File: config.mk
export PLATFORM = sky130hd
export DESIGN_NAME = spi_reg_ctrl_flat
export DESIGN_NICKNAME = d
export VERILOG_FILES = /design/src/rtl/spi_pkg.sv /design/src/rtl/spi_reg_ctrl_if.sv /design/src/rtl/spi_reg_ctrl.sv /design/src/flat_wrapper.sv
export SDC_FILE = /design/constraint.sdc
export NUM_CORES = 1
export LEC_CHECK = 0
export BUFFER_PORTS_ARGS = -buffer_cell sky130_fd_sc_hd__buf_2
export CORE_MARGIN = 3
export CORE_UTILIZATION = 46
export DETAILED_ROUTE_END_ITERATION = 8
export PLACE_DENSITY_LB_ADDON = 0.08
export SKIP_CTS_REPAIR_TIMING = 1
export SLEW_MARGIN = 0
export SYNTH_ARGS = -nofsm -noshare
export SYNTH_HDL_FRONTEND = slang
export SYNTH_SLANG_ARGS = --single-unit
File: constraint.sdc
create_clock -name sys_clk -period 2.15 [get_ports sys_clk]
set_input_delay 0.43 -clock sys_clk [delete_from_list [all_inputs] [get_ports sys_clk]]
set_output_delay 0.43 -clock sys_clk [all_outputs]
set_load 0.05 [all_outputs]
File: src/rtl/spi_pkg.sv
// Shared definitions for the SPI register-access sequencer: frame layout, modes, FSM encoding.
package spi_pkg;

    localparam int unsigned FRAME_W = 16;
    localparam int unsigned ADDR_W  = 7;
    localparam int unsigned DATA_W  = 8;
    localparam int unsigned MODE_W  = 2;
    localparam int unsigned CNT_W   = 11;

    // Frame field positions
    localparam int unsigned RW_BIT   = 15;
    localparam int unsigned ADDR_MSB = 14;
    localparam int unsigned ADDR_LSB = 8;
    localparam int unsigned DATA_MSB = 7;

    // The only SPI modes the downstream master is driven with
    localparam logic [MODE_W-1:0] MODE1 = 2'd1;
    localparam logic [MODE_W-1:0] MODE3 = 2'd3;

    // One-hot sequencer states
    typedef enum logic [4:0] {
        S_IDLE   = 5'b00001,
        S_LAUNCH = 5'b00010,
        S_WAIT   = 5'b00100,
        S_RESP   = 5'b01000,
        S_GUARD  = 5'b10000
    } state_t;

    // True for the modes the master supports
    function automatic logic mode_legal(input logic [MODE_W-1:0] mode);
        return (mode == MODE1) || (mode == MODE3);
    endfunction

    // Build the 16-bit frame: read flag, address, write data (zero for reads)
    function automatic logic [FRAME_W-1:0] build_frame(
        input logic              wr,
        input logic [ADDR_W-1:0] addr,
        input logic [DATA_W-1:0] wdata
    );
        logic [FRAME_W-1:0] frame;
        frame                     = '0;
        frame[RW_BIT]             = ~wr;
        frame[ADDR_MSB:ADDR_LSB]  = addr;
        frame[DATA_MSB:0]         = wr ? wdata : DATA_W'(0);
        return frame;
    endfunction

    // Saturating increment: the shared counter never wraps
    function automatic logic [CNT_W-1:0] cnt_inc(input logic [CNT_W-1:0] cnt);
        return (&cnt) ? cnt : cnt + CNT_W'(1);
    endfunction

endpackage

File: src/rtl/spi_reg_ctrl_if.sv
// Request/response handshake between user logic and the SPI register sequencer.
interface spi_reg_ctrl_if;
    import spi_pkg::*;

    logic                req_valid;
    logic                req_ready;
    logic                req_wr;
    logic [ADDR_W-1:0]   req_addr;
    logic [DATA_W-1:0]   req_wdata;
    logic [MODE_W-1:0]   req_mode;
    logic                rsp_valid;
    logic [DATA_W-1:0]   rsp_rdata;
    logic                rsp_err;

    // User logic side: issues requests, consumes responses
    modport master (
        output req_valid, req_wr, req_addr, req_wdata, req_mode,
        input  req_ready, rsp_valid, rsp_rdata, rsp_err
    );

    // Sequencer side: accepts requests, produces responses
    modport slave (
        input  req_valid, req_wr, req_addr, req_wdata, req_mode,
        output req_ready, rsp_valid, rsp_rdata, rsp_err
    );

endinterface

File: src/rtl/spi_reg_ctrl.sv
// Register-access sequencer in front of the SPI master: formats frames, times the enable
// pulse, watches for completion and returns one response per request.
module spi_reg_ctrl
    import spi_pkg::*;
#(
    parameter int unsigned EN_HOLD = 100,
    parameter int unsigned GAP     = 60,
    parameter int unsigned TIMEOUT = 2047
) (
    input  logic                 sys_clk,
    input  logic                 rst_n,
    spi_reg_ctrl_if.slave        bus,
    output logic                 spi_en,
    output logic [MODE_W-1:0]    spi_mode,
    output logic [FRAME_W-1:0]   spi_sdata,
    input  logic [FRAME_W-1:0]   spi_rdata,
    input  logic                 spi_done
);

    state_t             state;
    logic [CNT_W-1:0]   cnt;

    // Only the low byte of the returned frame carries register data
    logic unused_rdata_hi;
    assign unused_rdata_hi = ^spi_rdata[FRAME_W-1:DATA_W];

    // Sequencer FSM; one shared counter times EN_HOLD, the watchdog and GAP
    always_ff @(posedge sys_clk or negedge rst_n) begin
        if (!rst_n) begin
            state         <= S_IDLE;
            cnt           <= '0;
            bus.req_ready <= 1'b0;
            bus.rsp_valid <= 1'b0;
            bus.rsp_rdata <= '0;
            bus.rsp_err   <= 1'b0;
            spi_en        <= 1'b0;
            spi_mode      <= MODE1;
            spi_sdata     <= '0;
        end else begin
            bus.rsp_valid <= 1'b0;
            unique case (state)
                S_IDLE: begin
                    bus.req_ready <= 1'b1;
                    if (bus.req_valid && bus.req_ready) begin
                        bus.req_ready <= 1'b0;
                        spi_sdata     <= build_frame(bus.req_wr, bus.req_addr, bus.req_wdata);
                        spi_mode      <= bus.req_mode;
                        cnt           <= CNT_W'(1);
                        if (mode_legal(bus.req_mode)) begin
                            state  <= S_LAUNCH;
                            spi_en <= 1'b1;
                        end else begin
                            // Illegal mode: answer immediately, the master is never enabled
                            state         <= S_RESP;
                            bus.rsp_valid <= 1'b1;
                            bus.rsp_err   <= 1'b1;
                            bus.rsp_rdata <= '0;
                        end
                    end
                end

                S_LAUNCH, S_WAIT: begin
                    cnt <= cnt_inc(cnt);
                    if (spi_done) begin
                        // Completion wins over watchdog and enable expiry on the same edge
                        spi_en        <= 1'b0;
                        state         <= S_RESP;
                        bus.rsp_valid <= 1'b1;
                        bus.rsp_err   <= 1'b0;
                        bus.rsp_rdata <= spi_sdata[RW_BIT] ? spi_rdata[DATA_MSB:0] : DATA_W'(0);
                    end else if (cnt >= CNT_W'(TIMEOUT)) begin
                        spi_en        <= 1'b0;
                        state         <= S_RESP;
                        bus.rsp_valid <= 1'b1;
                        bus.rsp_err   <= 1'b1;
                        bus.rsp_rdata <= '0;
                    end else if ((state == S_LAUNCH) && (cnt >= CNT_W'(EN_HOLD))) begin
                        spi_en <= 1'b0;
                        state  <= S_WAIT;
                    end
                end

                S_RESP: begin
                    state <= S_GUARD;
                    cnt   <= CNT_W'(1);
                end

                S_GUARD: begin
                    cnt <= cnt_inc(cnt);
                    if (cnt >= CNT_W'(GAP)) begin
                        state         <= S_IDLE;
                        bus.req_ready <= 1'b1;
                    end
                end

                default: begin
                    state         <= S_IDLE;
                    spi_en        <= 1'b0;
                    bus.req_ready <= 1'b0;
                end
            endcase
        end
    end

endmodule

File: src/flat_wrapper.sv
// flat-port wrapper written by rule: the top's interface ports become plain ports
module spi_reg_ctrl_flat import spi_pkg::*;
#(
    parameter int unsigned EN_HOLD = 100,
    parameter int unsigned GAP     = 60,
    parameter int unsigned TIMEOUT = 2047
)
  (sys_clk, rst_n, spi_en, spi_mode, spi_sdata, spi_rdata, spi_done, bus_req_valid, bus_req_wr, bus_req_addr, bus_req_wdata, bus_req_mode, bus_req_ready, bus_rsp_valid, bus_rsp_rdata, bus_rsp_err);
  spi_reg_ctrl_if bus_i ();
  input  logic sys_clk;
  input  logic rst_n;
  output logic spi_en;
  output logic [MODE_W-1:0] spi_mode;
  output logic [FRAME_W-1:0] spi_sdata;
  input  logic [FRAME_W-1:0] spi_rdata;
  input  logic spi_done;
  input wire logic [$bits(bus_i.req_valid)-1:0] bus_req_valid;
  input wire logic [$bits(bus_i.req_wr)-1:0] bus_req_wr;
  input wire logic [$bits(bus_i.req_addr)-1:0] bus_req_addr;
  input wire logic [$bits(bus_i.req_wdata)-1:0] bus_req_wdata;
  input wire logic [$bits(bus_i.req_mode)-1:0] bus_req_mode;
  output wire logic [$bits(bus_i.req_ready)-1:0] bus_req_ready;
  output wire logic [$bits(bus_i.rsp_valid)-1:0] bus_rsp_valid;
  output wire logic [$bits(bus_i.rsp_rdata)-1:0] bus_rsp_rdata;
  output wire logic [$bits(bus_i.rsp_err)-1:0] bus_rsp_err;
  assign bus_i.req_valid = bus_req_valid;
  assign bus_i.req_wr = bus_req_wr;
  assign bus_i.req_addr = bus_req_addr;
  assign bus_i.req_wdata = bus_req_wdata;
  assign bus_i.req_mode = bus_req_mode;
  assign bus_req_ready = bus_i.req_ready;
  assign bus_rsp_valid = bus_i.rsp_valid;
  assign bus_rsp_rdata = bus_i.rsp_rdata;
  assign bus_rsp_err = bus_i.rsp_err;
  spi_reg_ctrl #(.EN_HOLD(EN_HOLD), .GAP(GAP), .TIMEOUT(TIMEOUT)) u_core (.sys_clk(sys_clk), .rst_n(rst_n), .bus(bus_i), .spi_en(spi_en), .spi_mode(spi_mode), .spi_sdata(spi_sdata), .spi_rdata(spi_rdata), .spi_done(spi_done));
endmodule
==> flow_metrics.tcl, run 1 <==
set metrics [dict create \
    place.gp.congestion 0.872 \
    crit_fanout 10 \
    clk_latency_ps 290 \
    critPathKind "flop to flop" \
    rsz0062_at_grt "no" \
    synth_ff_type "dfrtp_1" \
    die_w_um 76.2 \
    netSwitchingFraction_pct 48.3 \
    num-fill-cells 417 \
    period_share_pct 95.2 \
    pwr-share-clk_pct 15.6 \
    post-synth-top-area-cell "dfrtp_1" \
    nets 341 \
    cts-buffers-inserted 5 \
    hold_viol 0 \
    diodes 0 \
    synth_edf_count 0 \
    placed_cells 359 \
    cellLeakagePower_nw 1.39 \
    p_per_area_mw_per_mm2 1470 \
    yosysUniqueCellTypes 49 \
    clk_root_buffer_cell "clkbuf_8" \
    layout_setup_ws_ps 102 \
    grt_max_degree 28 \
    vias 1941 \
    fin_worst_skew_ps 9.17 \
    h-tree-depth 2 \
    worst_pin_slew_ps 407 \
    dp_hpwl_mm 3.87 \
    die_area_mm2 0.00581 \
    intPower_mw 2.10 \
    yosys-top-cells-count "51 x nand2_1, 44 x dfrtp_1, 14 x o21ai_0" \
    required_ps 2330 \
    grt_util_met3_pct 3.43 \
    via_per_inst 5.29 \
    drt_wl_total_mm 5.07 \
    cp-end-kind "flop" \
    grt_pass1_vias 1908 \
    outcome "finished, final reports clean" \
    p_comb_share_pct 51.1 \
    drive_above_1_share_pct 29.5 \
    worstPathArrival_ps 2230 \
    cts_sinks 46 \
    stdcell_count 367 \
    ys_async_sr_fraction_pct 100 \
    antenna_found_initial 0 \
    hold_class "primary input to async pin" \
    wl_per_cell_um 13.8 \
    p_sw_mw 1.97 \
    num_rows 24 \
    dp_slack_ps 129 \
    fmax_mhz 488 \
    synth_top_area_share_pct 48.5 \
    grtUsageMet2_pct 30.9 \
    portBuffers 59 \
    cp-start-kind "flop" \
    grt.total_usage_pct 18.5 \
    yosysWarnings 0 \
    io_pins 68 \
    final_util_pct 60.5 \
    globalRouteMet1Util_pct 24.8 \
    drcViolationCount 0 \
    initial_core_util_pct 49.7 \
    slew_headroom_pct 72.6 \
    postRouteAntennaNets 0 \
    ir_drop_mv 0.914 \
    clk_pin_slew_worst_paths_ps 90 \
    synth-seq-cells 46 \
    seq_area_frac_synth_pct 50.8 \
    synth_cells 236 \
    min_period_ps 2050 \
    cts_tree "built" \
    avgSynthCellArea_um2 9.62 \
    fin_tns_setup_ps 0 \
    max_cap_viol_count 0 \
    cts_buffer_depth 2 \
    drtIter0Drc 56 \
    grt_pass1_wl_mm 8.92 \
    synth_area_leaders "dfrtp_1 49%, nand2_1 8.4%, a22o_1 3.1%" \
    grt.overflow.total 0 \
    maxSlewViolCount 0 \
    setup_viol 0 \
    syn2layout_area_growth_pct 21.7 \
    drt_first_pass_iters 4 \
    synth_area_mm2 0.00227 \
    r2r_cells 7 \
    synth.net_count 276 \
    yosysMostFrequentCell "nand2_1" \
    seq_power_share_pct 33.3 \
    grt.busiest_layer "met2" \
    core_area_mm2 0.00456 \
    fp.dieH_um 76.2 \
]
[layer usage]
metal / routed length, um / vias up
met3: 212 / 6
met2: 2390 / 47
met4: 55 / 0
met5: 0 / -
met1: 2410 / 922
li1: - / 966
[sequential cells by signal (all words and copies together) (netlist names)]
register              cells
u_core.cnt               11
u_core.bus.req_ready      1
u_core.spi_mode           2
u_core.spi_en             1
u_core.spi_sdata         16
u_core.bus.rsp_rdata      8
u_core.bus.rsp_err        1
u_core.bus.rsp_valid      1
u_core.state              5
[logic make-up (layout without fill, tap and decap cells)]
logic type | Yosys count | after routing | synth area share, %
buffers and inverters | 19 | 85 | 4.24
DFF | 46 | 46 | 50.8
muxes | 2 | 2 | 1.32
AOI/OAI and AO/OA | 60 | 60 | 18.1
xor gates and xnor gates | 2 | 2 | 0.772
adders and majority gates | 2 | 2 | 1.10
and+or+nand+nor | 105 | 105 | 23.6
[worst max-delay path, cell delays in order, from the launching register on]
cell	delay [ps]
dfrtp_1	420
ha_1	230
and3_1	220
and2_1	170
o21ai_1	200
o221a_1	470
inv_2	70
o21a_1	170
[power by group through the flow]
stage | sequential (mW) | clock (mW) | combinational (mW)
after global routing | 1.40 | 0.697 | 2.26
after global placement | 1.37 | 0 | 2.06
after detailed placement | 1.37 | 0 | 2.10
final | 1.35 | 0.635 | 2.08
after floorplan | 2.12 | 0 | 0.838
after CTS | 1.36 | 0.652 | 2.10
[layout by cell type (no fill, tap or decap), drive strengths merged, types with 2 or more instances in the layout]
cell type	count
or2	3
inv	9
nor4	3
ha	2
o21bai	2
o21ai	22
a31oi	2
dfstp	2
dfrtp	44
nand3	3
buf	68
or3	9
a22o	9
or3b	2
nand2b	2
nand2	51
a21oi	13
nor3	3
and3	5
o31ai	2
nor2	9
o32a	2
nand4	7
o21a	2
and2	2
clkbuf	6
mux2	2
or4	2
[stage by stage]
| stage | power (mW) | cell area (um2) | hold WS (ps) |
|---|---|---|---|
| 2_1_floorplan | 2.96 | 2270 | 134 |
| 3_3_place_gp | 3.43 | 2650 | 441 |
| 3_5_place_dp | 3.47 | 2650 | 448 |
| 4_1_cts | 4.10 | 2760 | 125 |
| 5_1_grt | 4.35 | 2760 | 136 |
| 6_report | 4.07 | 2760 | 116 |
[layout make-up]
cell class | count | area, um2 | share of cell area [%]
flip-flops and latches | 46 | 1150 | 41.8
multi-input cells | 171 | 1020 | 36.9
well taps | 65 | 81.3 | 2.95
inverters | 9 | 33.8 | 1.22
clock buffers | 6 | 72.6 | 2.63
clock inverters | 2 | 37.5 | 1.36
repair buffers | 68 | 363 | 13.1
[path summary, 6_finish.rpt]
kind,endpoint,startpoint,slack [ps]
hold / removal,u_core.spi_sdata[1]$_DFFE_PN0P_,rst_n,120
min in group sys_clk,u_core.spi_sdata[8]$_DFFE_PN0P_,bus_req_addr[0],320
max in group asynchronous,u_core.state[0]$_DFFE_PN1P_,rst_n,1750
hold reg to reg,u_core.spi_mode[0]$_DFFE_PN1P_,u_core.spi_mode[0]$_DFFE_PN1P_,470
setup / recovery,u_core.bus.rsp_err$_DFFE_PN0P_,u_core.cnt[1]$_DFFE_PN0P_,100
setup reg to reg,u_core.bus.rsp_err$_DFFE_PN0P_,u_core.cnt[1]$_DFFE_PN0P_,100
No activity file was read; power rests on OpenSTA's default activity.
==> run 2, diff against run 1 <==
Settings changed: BUFFER_PORTS_ARGS -buffer_cell sky130_fd_sc_hd__buf_2 to -buffer_cell sky130_fd_sc_hd__buf_4.
==> flow_metrics.tcl, run 2 (synthesis gave the netlist of run 1 again) <==
set metrics [dict create \
    num-fill-cells 432 \
    fin_worst_skew_ps 9.46 \
    fmax_mhz 491 \
    clk_latency_ps 290 \
    max_cap_viol_count 0 \
    final_util_pct 63.2 \
    antenna_found_initial 0 \
    top_register "u_core.spi_sdata" \
    cts_sinks 46 \
    ir_drop_mv 0.956 \
    required_ps 2360 \
    placed_cells 358 \
    drt_first_pass_iters 4 \
    fp.dieH_um 76.2 \
    wl_per_cell_um 14.5 \
    largest_registers "u_core.spi_sdata x16, u_core.cnt x11, u_core.bus.rsp_rdata x8" \
    whs_ps 126 \
    vias 1921 \
    hold_viol 0 \
    num_rows 24 \
    via_per_inst 5.25 \
    rsz0062_at_grt "no" \
    drcViolationCount 0 \
    grt_pass1_vias 1827 \
    syn2layout_area_growth_pct 27.1 \
    die_area_mm2 0.00581 \
    grt_max_degree 47 \
    largest_reg_flops 16 \
    cts_buffer_depth 2 \
    die_w_um 76.2 \
    final_common_cell "buf_4" \
    slew_headroom_pct 61.1 \
    grt_pass1_wl_mm 8.93 \
    cts_tree "built" \
    stdcell_count 366 \
    p_per_area_mw_per_mm2 1440 \
    postRouteAntennaNets 0 \
    cp-start-kind "flop" \
    final_cell_mix "67 x buf_4, 51 x nand2_1, 43 x dfrtp_1, 14 x o21ai_0, 12 x a21oi_1" \
    cts-buffers-inserted 5 \
    fin_tns_setup_ps 0 \
    crit_fanout 15 \
    min_period_ps 2040 \
    worst_pin_slew_ps 583 \
    grt.overflow.total 0 \
    core_area_mm2 0.00456 \
    dp_hpwl_mm 3.86 \
    h-tree-depth 2 \
    portBuffers 59 \
    drtIter0Drc 95 \
    period_share_pct 94.7 \
    critPathKind "flop to flop" \
    io_pins 68 \
    drt_wl_total_mm 5.30 \
    cellLeakagePower_nw 1.41 \
    dp_slack_ps 102 \
    drive_above_1_share_pct 29.6 \
    layout_setup_ws_ps 113 \
    worstPathArrival_ps 2250 \
    clk_root_buffer_cell "clkbuf_8" \
    clk_pin_slew_worst_paths_ps 90 \
    diodes 0 \
    grt.total_usage_pct 18.9 \
    nets 340 \
    hold_class "primary input to async pin" \
    cp-end-kind "flop" \
    outcome "finished, final reports clean" \
    initial_core_util_pct 49.7 \
    setup_viol 0 \
    maxSlewViolCount 0 \
    place.gp.congestion 0.862 \
]
run 2: changes by cell type in the layout (fill, tap and decap cells not counted), sizes merged:
cell	change
clkinvlp	-1
buf	-1
bufinv	-1
clkinv	+1
clkbuf	+1
run 2: where the power goes:
part	switching (mW)	internal, mW	leakage, nW
registers	0.222	1.15	0.600
logic	1.49	0.751	0.761
clock network	0.282	0.260	0.0482
total	1.99	2.17	1.41
run 2: layout make-up:
| class | count | area, um2 | area share [%] |
|---|---|---|---|
| Sequential cell | 46 | 1150 | 40.0 |
| Multi-Input combinational cell | 171 | 1020 | 35.4 |
| Timing Repair Buffer | 67 | 503 | 17.4 |
| Clock buffer | 7 | 86.3 | 2.99 |
| Tap cell | 65 | 81.3 | 2.82 |
| Inverter | 9 | 33.8 | 1.17 |
| Clock inverter | 1 | 5.00 | 0.174 |
run 2: per-layer routing:
layer | track usage, % | part of all wire (%) | up-vias
li1 | - | - | 967
met1 | 25.0 | 46 | 909
met2 | 31.4 | 49 | 41
met3 | 4.26 | 4.4 | 4
met4 | 4.89 | 0.79 | 0
met5 | 0 | 0 | -
run 2: critical path: stages (launching register included):
cell	delay [ps]
dfstp_2	650
and4b_1	280
a22o_2	200
o32ai_4	80
buf_4	190
or4_1	400
a21oi_1	150
run 2: final timing paths:
kind                                                 from                               to  slack [ps]  cells after the start
max in group asynchronous                           rst_n      u_core.state[1]$_DFFE_PN0P_        1610                      1
setup reg to reg              u_core.state[0]$_DFFE_PN1P_        u_core.cnt[9]$_DFFE_PN0P_         110                      6
hold / removal                                      rst_n      u_core.state[2]$_DFFE_PN0P_         130                      1
hold reg to reg            u_core.spi_mode[0]$_DFFE_PN1P_   u_core.spi_mode[0]$_DFFE_PN1P_         470                      2
min in group sys_clk                      bus_req_addr[1]  u_core.spi_sdata[9]$_DFFE_PN0P_         320                      3
setup / recovery              u_core.state[0]$_DFFE_PN1P_        u_core.cnt[9]$_DFFE_PN0P_         110                      6
run 2: per-stage QoR:
| stage | cell area, um2 | power (mW) |
|---|---|---|
| 6_report | 2880 | 4.16 |
| 5_1_grt | 2880 | 4.43 |
| 4_1_cts | 2880 | 4.19 |
| 3_5_place_dp | 2790 | 3.64 |
| 3_3_place_gp | 2790 | 3.61 |
| 2_1_floorplan | 2270 | 2.96 |
==> run 3, diff against run 2 <==
Settings changed: ABC_AREA set to 1.
==> flow_metrics.tcl, run 3 <==
set metrics [dict create \
    outcome "finished, final reports clean" \
    clk_pin_slew_worst_paths_ps 90 \
    diodes 0 \
    seq_power_share_pct 31.9 \
    drcViolationCount 0 \
    p_per_area_mw_per_mm2 1480 \
    cts-buffers-inserted 5 \
    ys_async_sr_fraction_pct 100 \
    synth_mux_area_share_pct 0 \
    grt_pass1_vias 2138 \
    fmax_mhz 545 \
    hold_class "primary input to async pin" \
    critPathSlowestCell "dfrtp_1" \
    final_cell_mix "112 x nand2_1, 61 x buf_4, 48 x nand3_1, 44 x dfrtp_1, 18 x nor2_1" \
    yosys.area_share.adder_pct 1.04 \
    p_comb_share_pct 56.3 \
    place.gp.congestion 0.806 \
    grt_pass1_wl_mm 9.50 \
    path_cells "ha_1, inv_2, nor2_2, nand3_2, clkinv_1, nand2_4, nand3_2, nand2_1, nand2_1" \
    multi_input_area_mm2 0.00113 \
    fin_tns_setup_ps 0 \
    crit_fanout 11 \
    fp.dieH_um 78.5 \
    yosysMostFrequentCell "nand2_1" \
    core_area_mm2 0.00491 \
    drive_above_1_share_pct 29.3 \
    num_rows 25 \
    io_pins 68 \
    vias 2131 \
    grt.overflow.total 0 \
    yosys.area_share.simple_pct 43.2 \
    synth.net_count 347 \
    slew_headroom_pct 62.2 \
    cp-start-kind "flop" \
    clk_latency_ps 300 \
    avgSynthCellArea_um2 7.87 \
    fin_worst_skew_ps 4.59 \
    synth_area_leaders "dfrtp_1 46%, nand2_1 17%, nand3_1 9.9%" \
    nets 408 \
    cpPeakStageDelay_ps 450 \
    synth_compound_area_share_pct 1.76 \
    final_common_cell "nand2_1" \
    die_area_mm2 0.00616 \
    portBuffers 59 \
    yosys-top-cells-count "112 x nand2_1, 48 x nand3_1, 44 x dfrtp_1" \
    largest_registers "u_core.spi_sdata x16, u_core.cnt x11, u_core.bus.rsp_rdata x8" \
    clk_root_buffer_cell "clkbuf_8" \
    seq_area_frac_synth_pct 47.8 \
    worstPathArrival_ps 2030 \
    largest_reg_flops 16 \
    worst_pin_slew_ps 566 \
    synthXorXnorAreaFrac_pct 0.725 \
    synth_cells 307 \
    min_period_ps 1840 \
    cp-end-kind "flop" \
    max_cap_viol_count 0 \
    regArea_mm2 0.00115 \
    rsz0062_at_grt "no" \
    critPathKind "flop to flop" \
    drt_wl_total_mm 5.38 \
    setup_viol 0 \
    initial_core_util_pct 49.2 \
    grt.total_usage_pct 19.1 \
    die_w_um 78.5 \
    top_register "u_core.spi_sdata" \
    yosysUniqueCellTypes 28 \
    drtIter0Drc 130 \
    drt_first_pass_iters 4 \
    postRouteAntennaNets 0 \
    post-synth-top-area-cell "dfrtp_1" \
    synth_top_area_share_pct 45.6 \
    synth_ff_type "dfrtp_1" \
    cts_tree "built" \
    yosysWarnings 0 \
    cellLeakagePower_nw 1.69 \
    num-fill-cells 473 \
    p_sw_mw 2.33 \
    pwr-share-clk_pct 11.8 \
    synth-seq-cells 46 \
    maxSlewViolCount 0 \
    h-tree-depth 2 \
    intPower_mw 2.13 \
    cts_buffer_depth 2 \
    syn2layout_area_growth_pct 24.4 \
    dp_hpwl_mm 3.96 \
    hold_viol 0 \
    dp_slack_ps 301 \
    cp_top_family "simple AND/OR/NAND/NOR gates" \
    synth_area_mm2 0.00241 \
    grt_max_degree 47 \
    ir_drop_mv 0.805 \
    crit_buf_inv 2 \
    required_ps 2340 \
    synth_edf_count 0 \
    cts_sinks 46 \
    antenna_found_initial 0 \
    netSwitchingFraction_pct 52.3 \
    layout_setup_ws_ps 314 \
    wl_per_cell_um 12.3 \
    synth_top_family_by_area "simple AND/OR/NAND/NOR gates" \
    via_per_inst 4.89 \
    period_share_pct 85.4 \
]
## run 3: cell count changes after synthesis, sizes merged, moves of 5 or more
cell / previous run / this run
nand2: 51 / 124
a22o: 9 / 0
nor2: 9 / 28
inv: 9 / 24
o21ai: 22 / 4
or3: 9 / 0
and3: 5 / 0
nand3: 3 / 55
a21oi: 13 / 3
## run 3: routing by layer
metal | part of all wire (%) | wire length, um | vias to the layer above | GRT usage [%]
met4 | 0.95 | 51 | 0 | 5.77
met1 | 47 | 2510 | 977 | 25.2
li1 | - | - | 1096 | -
met2 | 46 | 2490 | 52 | 30.3
met5 | 0 | 0 | - | 0
met3 | 6.1 | 327 | 6 | 5.62
## run 3: cell type report
class / instances / share of cell area, %
repair buffers: 61 / 15.2
clock inverters: 2 / 0.458
inverters: 25 / 3.12
flip-flops and latches: 46 / 38.4
clock buffers: 6 / 2.42
multi-input cells: 229 / 37.6
well taps: 67 / 2.79
## run 3: cells by family (layout without fill, tap and decap cells)
| family | count (synthesis) | in the layout |
|---|---|---|
| compound gates | 8 | 8 |
| simple gates | 217 | 217 |
| flops | 46 | 46 |
| xor+xnor | 2 | 2 |
| fa+ha+maj | 2 | 2 |
| buf+inv | 32 | 94 |
## run 3: path summary, 6_finish.rpt
check / startpoint / to / slack [ps] / cells after the start
max: u_core.cnt[0]$_DFFE_PN0P_ / u_core.cnt[0]$_DFFE_PN0P_ / 310 / 9
min: rst_n / u_core.cnt[4]$_DFFE_PN0P_ / 110 / 1
max reg2reg: u_core.cnt[0]$_DFFE_PN0P_ / u_core.cnt[0]$_DFFE_PN0P_ / 310 / 9
min reg2reg: u_core.spi_mode[0]$_DFFE_PN1P_ / u_core.spi_mode[0]$_DFFE_PN1P_ / 470 / 2
max in group asynchronous: rst_n / u_core.spi_mode[0]$_DFFE_PN1P_ / 1640 / 1
min in group sys_clk: bus_req_addr[2] / u_core.spi_sdata[10]$_DFFE_PN0P_ / 330 / 3
## run 3: worst reg2reg max path, cell delays in order, from the launching register on
cell and delay (ps):
dfrtp_1 450, ha_1 300, inv_2 100, nor2_2 70
nand3_2 80, clkinv_1 90, nand2_4 120, nand3_2 310
nand2_1 150, nand2_1 60
## run 3: power by group through the flow
stage	Sequential, mW	Clock [mW]	Combinational (mW)
global route	1.47	0.586	2.72
global placement	1.43	0	2.50
floorplan	2.27	0	1.01
finish	1.42	0.524	2.51
detailed placement	1.43	0	2.54
CTS	1.42	0.545	2.53
## run 3: per-stage QoR
| step | instances | cell area, um2 | power (mW) | hold WS [ps] | utilization, % |
|---|---|---|---|---|---|
| final | 436 | 3000 | 4.45 | 111 | 61.2 |
| after global routing | 436 | 3000 | 4.78 | 158 | 61.2 |
| after CTS | 436 | 3000 | 4.50 | 142 | 61.2 |
| after detailed placement | 428 | 2920 | 3.97 | 459 | 59.4 |
| after global placement | 428 | 2920 | 3.93 | 455 | 59.4 |
| after floorplan | 307 | 2410 | 3.28 | 134 | - |
